--- src/rtl/conv1d_2nd_ram_ctrl.sv ---
// Layer-2 CONV1D data RAM sequencer: channel-major fill, then Num_Passes position-major sweeps; writes and reads issue one cycle after accept/issue, taps one cycle after that.
// mac_stall holds read issue; in_ready only in FILL. Optional stall counter: CONV1D_CTRL_STALL_CNT_EN.
module conv1d_2nd_ram_ctrl #(
   parameter int Bit_width    = 16,
   parameter int RAM_Depth    = 256,
   parameter int Num_Channels = 8,
   parameter int Num_Passes   = 16
) (
   input  logic                 CLK,
   input  logic                 RST,
   input  logic                 start,
   input  logic                 in_valid,
   output logic                 in_ready,
   input  logic [Bit_width-1:0] in_data,
   output logic                 ram_write_enable,
   output logic [2:0]           ram_write_depth,
   output logic [7:0]           ram_write_width,
   output logic [Bit_width-1:0] ram_data_in,
   output logic                 ram_read_enable,
   output logic [2:0]           ram_read_depth,
   output logic [7:0]           ram_read_width,
   input  logic                 mac_stall,
   output logic                 tap_valid,
   output logic [2:0]           tap_depth,
   output logic [7:0]           tap_width,
   output logic                 tap_last,
   output logic [7:0]           pass_idx,
   output logic                 busy,
   output logic                 sweep_done,
   output logic [15:0]          stall_cycles
);
   localparam logic [2:0] IDLE  = 3'd0;
   localparam logic [2:0] FILL  = 3'd1;
   localparam logic [2:0] FLUSH = 3'd2;
   localparam logic [2:0] SWEEP = 3'd3;
   localparam logic [2:0] DRAIN = 3'd4;
   localparam logic [2:0] DONE  = 3'd5;

   localparam logic [7:0] LAST_POS  = 8'(RAM_Depth - 1);
   localparam logic [2:0] LAST_CH   = 3'(Num_Channels - 1);
   localparam logic [7:0] LAST_PASS = 8'(Num_Passes - 1);

   logic [2:0] state;
   logic [2:0] wr_ch;
   logic [7:0] wr_pos;
   logic [2:0] rd_ch;
   logic [7:0] rd_pos;
   logic [7:0] rd_pass;
   logic       issue_done;
   logic       accept;
   logic       issue;
   logic       last_wr;
   logic       last_rd_addr;
   logic       cur_pass_end;

   assign in_ready     = (state == FILL);
   assign busy         = (state != IDLE);
   assign accept       = in_ready && in_valid;
   assign last_wr      = (wr_ch == LAST_CH) && (wr_pos == LAST_POS);
   assign issue        = (state == SWEEP) && !issue_done && !mac_stall;
   assign last_rd_addr = (rd_ch == LAST_CH) && (rd_pos == LAST_POS);
   // pass_idx follows the read actually on the RAM port, one cycle behind the issue counters
   assign cur_pass_end = ram_read_enable && (ram_read_depth == LAST_CH) && (ram_read_width == LAST_POS);

   always_ff @(posedge CLK) begin
      if (RST) begin
         state            <= IDLE;
         wr_ch            <= '0;
         wr_pos           <= '0;
         rd_ch            <= '0;
         rd_pos           <= '0;
         rd_pass          <= '0;
         issue_done       <= 1'b0;
         ram_write_enable <= 1'b0;
         ram_write_depth  <= '0;
         ram_write_width  <= '0;
         ram_data_in      <= '0;
         ram_read_enable  <= 1'b0;
         ram_read_depth   <= '0;
         ram_read_width   <= '0;
         tap_valid        <= 1'b0;
         tap_depth        <= '0;
         tap_width        <= '0;
         tap_last         <= 1'b0;
         pass_idx         <= '0;
         sweep_done       <= 1'b0;
      end else begin
         ram_write_enable <= accept;
         ram_read_enable  <= issue;
         tap_valid        <= ram_read_enable;
         tap_last         <= ram_read_enable && (ram_read_depth == LAST_CH);
         sweep_done       <= (state == DRAIN);
         if (ram_read_enable) begin
            tap_depth <= ram_read_depth;
            tap_width <= ram_read_width;
         end

         if (accept) begin
            ram_write_depth <= wr_ch;
            ram_write_width <= wr_pos;
            ram_data_in     <= in_data;
            if (wr_pos == LAST_POS) begin
               wr_pos <= '0;
               wr_ch  <= wr_ch + 3'd1;
            end else begin
               wr_pos <= wr_pos + 8'd1;
            end
         end

         if (issue) begin
            ram_read_depth <= rd_ch;
            ram_read_width <= rd_pos;
            if (last_rd_addr) begin
               rd_ch  <= '0;
               rd_pos <= '0;
               if (rd_pass == LAST_PASS) issue_done <= 1'b1;
               else                      rd_pass    <= rd_pass + 8'd1;
            end else if (rd_ch == LAST_CH) begin
               rd_ch  <= '0;
               rd_pos <= rd_pos + 8'd1;
            end else begin
               rd_ch <= rd_ch + 3'd1;
            end
         end

         if (cur_pass_end && (pass_idx != LAST_PASS)) pass_idx <= pass_idx + 8'd1;

         case (state)
            IDLE: begin
               if (start) begin
                  state      <= FILL;
                  wr_ch      <= '0;
                  wr_pos     <= '0;
                  rd_ch      <= '0;
                  rd_pos     <= '0;
                  rd_pass    <= '0;
                  issue_done <= 1'b0;
                  pass_idx   <= '0;
               end
            end
            FILL:    if (accept && last_wr) state <= FLUSH;
            FLUSH:   state <= SWEEP;
            SWEEP:   if (cur_pass_end && (pass_idx == LAST_PASS)) state <= DRAIN;
            DRAIN:   state <= DONE;
            DONE:    state <= IDLE;
            default: state <= IDLE;
         endcase
      end
   end

`ifdef CONV1D_CTRL_STALL_CNT_EN
   logic [15:0] stall_cnt;

   always_ff @(posedge CLK) begin
      if (RST)
         stall_cnt <= '0;
      else if ((state == IDLE) && start)
         stall_cnt <= '0;
      else if ((state == SWEEP) && mac_stall && (stall_cnt != 16'hFFFF))
         stall_cnt <= stall_cnt + 16'd1;
   end

   assign stall_cycles = stall_cnt;
`else
   assign stall_cycles = 16'h0000;
`endif

endmodule
--- config.mk ---
export PLATFORM = sky130hd
export DESIGN_NAME = conv1d_2nd_ram_ctrl
export DESIGN_NICKNAME = d
export VERILOG_FILES = /design/src/rtl/conv1d_2nd_ram_ctrl.sv
export SDC_FILE = /design/constraint.sdc
export NUM_CORES = 1
export LEC_CHECK = 0
export ABC_AREA = 1
export CAP_MARGIN = 20
export CORE_MARGIN = 3
export CORE_UTILIZATION = 25
export DETAILED_ROUTE_END_ITERATION = 10
export GPL_ROUTABILITY_DRIVEN = 0
export SLEW_MARGIN = 20
export SYNTH_ARGS = -nofsm -noshare
export SYNTH_HDL_FRONTEND = slang
export SYNTH_SLANG_ARGS = --single-unit
--- constraint.sdc ---
create_clock -name CLK -period 4 [get_ports CLK]
set_clock_uncertainty 0.15 [all_clocks]
set_input_delay 0.8 -clock CLK [delete_from_list [all_inputs] [get_ports CLK]]
set_output_delay 0.8 -clock CLK [all_outputs]
set_load 0.05 [all_outputs]
# Word-level counts from Yosys, hierarchy flattened
# Index checks and enable logic that the tools add are counted.
# totals
output_inout_bits	80
in_bits	21
register_bits	96
word_cells	92
# classes
muxes	35
n_reduce_logical	15
n_eq_ne	16
addsub	6
# ops
operator	n
two-way mux 8 bit	17
two-way mux 3 bit	12
adder 8 x 1 -> 8 bit, second input constant	4
equality test 8 bit, second input constant	3
equality test 8 x 4 -> 1 bit, second input constant	2
case mux 3 bit (5 select lines)	1
equality test 3 bit, second input constant	4
logical AND 1 bit	10
inequality test 8 x 4 -> 1 bit, second input constant	1
adder 3 x 1 -> 3 bit, second input constant	2
equality test 3 x 2 -> 1 bit, second input constant	2
two-way mux 1 bit	5
inequality test 2 x 1 -> 1 bit, second input constant	2
equality test 3 x 1 -> 1 bit, second input constant	1
logical NOT 3 bit	1
AND reduction 3 bit	1
nonzero test 3 bit	1
logical NOT 1 bit	2
inequality test 2 bit, second input constant	1

# Longest topological paths before layout
# logic_depth
word_depth	7
ltp_mapped	10
mapped_depth_nobuf	10

# Worst setup path before layout
# OpenSTA, ideal clock, no wires.
# synth_timing
path_type	register to register
from	reg pass_idx[0]
to	reg pass_idx[2]
path_stages_with_launch	10
path_slack_ps	2010
path_buffers	0
period_less_slack_ps	1990
setup_ps	117
arrival_time_ps	1722
required_time_ps	3733
cell_sequence	dfxtp_1 -> ha_1 -> nand2_1 -> nor2_1 -> nand3_1 -> inv_1 -> nor2_2 -> nand2_1 -> xor2_1 -> nor2_1
# synth_via
elab_chain_len	5
word_cells_on_any_way	6
cone_classes	add/sub (1); eq/ne (1); mux (3); reduce/logical (1)
# synth_lines
element	line_no	source
start: declaration	27	output logic [7:0] pass_idx,
start signal: assignment	126	if (cur_pass_end && (pass_idx != LAST_PASS)) pass_idx <= pass_idx + 8'd1;
parallel branches: the longest is 2 deep, another holds adder 8 x 1 -> 8 bit	--	
two-way mux 8 bit (*)	126	
two-way mux 8 bit	130	if (start) begin
two-way mux 8 bit (*)	128	case (state)
# Every way passes the cells marked *.
# A chain may end at the register's enable or synchronous reset.

# Final worst setup path
# layout_timing
from	reg state[0]
to	out busy
# layout_via
elab_chain_len	1
# layout_lines
element	line_no	source
start: declaration	43	logic [2:0] state;
start signal: assignment	67	state <= IDLE;
start signal: assignment	131	state <= FILL;
start signal: assignment	141	FILL: if (accept && last_wr) state <= FLUSH;
nonzero test 3 bit	57	assign busy = (state != IDLE);
end: declaration	28	output logic busy,
# Every way passes these cells.

==> metrics.md <==
| Metric | Value |
|---|---|
| Top_reg_cell synth | dfxtp_1 |
| FF+latch count, synth | 96 |
| Final #Nets | 678 |
| Post-place setup slack | 1.194 ns |
| Top Family by Delay on Critical Path | buffers and inverters |
| Period Utilization, post-route | 71.50% |
| Largest net degree at the start of global routing | between 40 and 50 |
| Maxcap violations | 0 |
| Port Buffers | 84 |
| Die ar. | 18840 um^2 |
| Fraction of synthesis flops using an asynchronous set or reset pin | 0% |
| Fmax | 0.3496 GHz |
| CP Cell Sequence | inv_1, nand2_1, clkdlybuf4s50_1 |
| Total grt overflow | 0 |
| Switching share of power | 31.92% |
| Die height | 137.3 um |
| # setup viols final | 0 |
| Max-slew violation count | 0 |
| Mapped Area | 4308 um^2 |
| Top layer in use | met4 |
| Hold crit path type | flip-flop to flip-flop |
| Switching Power | approximately 0.73 mW |
| Final hold vios | 0 |
| Multi-input gate area | 1984 um^2 |
| DR iter-0 viols | 219 |
| CP bufs+invs | 2 |
| Final Critical Period | 2.860 ns |
| EDFF count, synth | 0 |
| Root buf cell | clkbuf_16 |
| Critical Path Sink Type | output port |
| Post_cts resized | 0 |
| Placement-stage cell area | roughly 5300 um^2 |
| Remaining antenna violation count after routing | 0 |
| CP max-delay cell | clkdlybuf4s50_1 |
| Power Dens Cells | 409.3 nW/um^2 |
| Routed met1 length | 4.956 mm |
| CTS Sinks | 96 |
| Syn Area/Cell | between 7 and 8 um^2 |
| Yosys warning count | 0 |
| Register area | 1922 um^2 |
| Logic gate share of total power | 19.4% |
| Req. time, crit path | 3.05 ns |
| Fin Hold WS | 0.3177 ns |
| Die W | 137.3 um |
| Relative slew slack | 63.72% |
| Final Total Pwr | approximately 2.3 mW |
| Fill count | 1752 |
| Via count | 3707 |
| Status | finished clean |
| Drt pass-1 iters | 4 |
| Ports | 101 |
| Type of origin of the critical path | flip-flop |
| Max clock buf depth | 2 |
| Area grow syn2layout | 29.65% |
| Clock-pin slew on the worst setup and hold paths | approximately 0.07 ns |
| Vias in the first global route | 3424 |
| Met3 wire length | 466 um |
| First-pass GRT wire length | 16.88 mm |
| Worst slew pin tran | 0.5424 ns |
| Clock Latency Late Sink | roughly 0.35 ns |
| TritonCTS clock tree | done |
| Crit path DAT | about 1.9 ns |
| DRC viols | 0 |
| # H-tree levels | 3 |
| Sequential share of power | 44.9% |
| DR WL/cell | approximately 12 um |
| WS Path Type | flip-flop to output port |
| Post-route setup slack | 1.140 ns |
| Global Route Usage Sum | 11.23% |
| RSZ-0062 raised after global routing | false |
| Post-synthesis sequential area ratio | 44.61% |
| Hold-fix buffers, CTS | 0 |
| Initial Util | roughly 26% |
| CP Max Fanout | 4 |
| Internal | 1.556 mW |
| Detail Placement HPWL | 7.638 mm |
| Leakage | 2.190 nW |
| Routed Wire Length | 10.31 mm |
| Metal2 WL | 4.700 mm |
| Mapped Cells | 569 |
| Clock power share | 35.6% |
| Core Region | ~17000 um^2 |
| Share of layout cells above drive strength 1 | under 10% |
| Distinct cell type count after synthesis | 38 |
| Via density | 4.241 |
| CTS Buf Count | 9 |
| Diode count | 0 |
| Post-Route Setup TNS | 0 ns |
| Number of setup buffers added after CTS | 0 |
| Initial antenna violation count | 0 |
| Row cnt | 47 |
| VDD IR max | 0.1876 mV |
| Post-route cell area | 5585 um^2 |
| Slowest Stage Delay on Critical Path | around 0.84 ns |
state kept, by name, indices dropped and copies added, names as in the netlist:
signal,flops
ram_data_in,16
pass_idx,8
ram_read_width,8
ram_write_width,8
rd_pass,8
rd_pos,8
tap_width,8
wr_pos,8
ram_read_depth,3
ram_write_depth,3
rd_ch,3
state,3
tap_depth,3
wr_ch,3
issue_done,1
ram_read_enable,1
ram_write_enable,1
sweep_done,1
tap_last,1
tap_valid,1
stage by stage:
step / util, % / instances
final: 33.44 / 874
after global routing: 33.44 / 874
after CTS: 33.44 / 874
after detailed placement: 31.75 / 858
after global placement: 31.75 / 858
after floorplan: - / 584
metal layers:
layer  GRT usage (%)  vias to the layer above
li1                -                     1956
met1           14.65                     1678
met2           17.77                       59
met3           2.447                       14
met4           5.100                        0
met5               0                        -
layout make-up:
class,count,area share (%)
multi-input combinational,387,35.53
sequential,96,34.41
timing repair buffer,87,15.46
tap,220,4.928
inverter,68,4.615
clock buffer,9,4.032
clock inverter,7,1.030
tightest hold or removal path, delay by kind of cell (launching register included):
| kind | cells | cell delay, ns |
|---|---|---|
| AO/OA/AOI/OAI | 1 | 0.05 |
| flip-flops | 1 | 0.31 |
| AND/OR/NAND/NOR | 1 | 0.06 |
power groups by stage:
| stage | combinational (mW) | sequential [mW] | clock (mW) |
|---|---|---|---|
| 2_1_floorplan | 0.197 | 1.17 | 0 |
| 3_3_place_gp | 0.447 | 1.05 | 0 |
| 3_5_place_dp | 0.449 | 1.05 | 0 |
| 4_1_cts | 0.450 | 1.03 | 0.843 |
| 5_1_grt | 0.476 | 1.03 | 0.879 |
| 6_report | 0.445 | 1.03 | 0.815 |
kinds of logic after synthesis:
group / after synthesis / share of synthesized area (%)
xor+xnor: 11 / 2.237
fa+ha+maj: 8 / 2.324
other cells: 1 / 0.08705
compound gates: 117 / 14.46
flops: 96 / 44.61
buf+inv: 101 / 10.63
simple gates: 235 / 25.65
path summary, 6_finish.rpt:
path	start	to	slack [ns]	cells after the start
max	state[0]	busy	1.14	3
min	ram_write_width[3]	ram_write_width[3]	0.32	2
max reg2reg	state[1]	rd_pass[7]	1.96	7
min reg2reg	ram_write_width[3]	ram_write_width[3]	0.32	2
placed cells by master (no fill, tap or decap), drive strengths merged:
master / n
nand3b: 1
a211oi: 1
buf: 3
xnor2: 3
xor2: 8
clkinv: 6
inv: 69
a31oi: 2
nand3: 22
dfxtp: 96
ha: 8
clkbuf: 9
o21bai: 3
conb: 16
nand2: 86
o211ai: 1
nor3b: 1
nand4: 8
clkdlybuf4s50: 84
o22ai: 1
nor3: 7
o21ai: 63
a21oi: 45
nor2: 110
a21boi: 1
cells in the mapped netlist, types with 2 or more instances:
cell type,count,area (um^2)
a21oi_1,45,225.2
a31oi_1,2,12.51
buf_2,7,35.03
buf_4,18,135.1
clkbuf_1,7,26.28
dfxtp_1,96,1922
ha_1,8,100.1
inv_1,64,240.2
inv_2,3,11.26
nand2_1,77,289.0
nand2_2,6,37.54
nand2_4,3,33.78
nand3_1,21,105.1
nand4_1,8,50.05
nor2_1,96,360.4
nor2_2,5,31.28
nor2_4,7,78.83
nor2_8,2,40.04
nor3_1,6,30.03
o21ai_0,59,295.3
o21ai_1,2,10.01
o21bai_1,2,15.01
xnor2_1,3,26.28
xor2_1,8,70.07
Note: power is estimated with default switching activity, not from simulation.
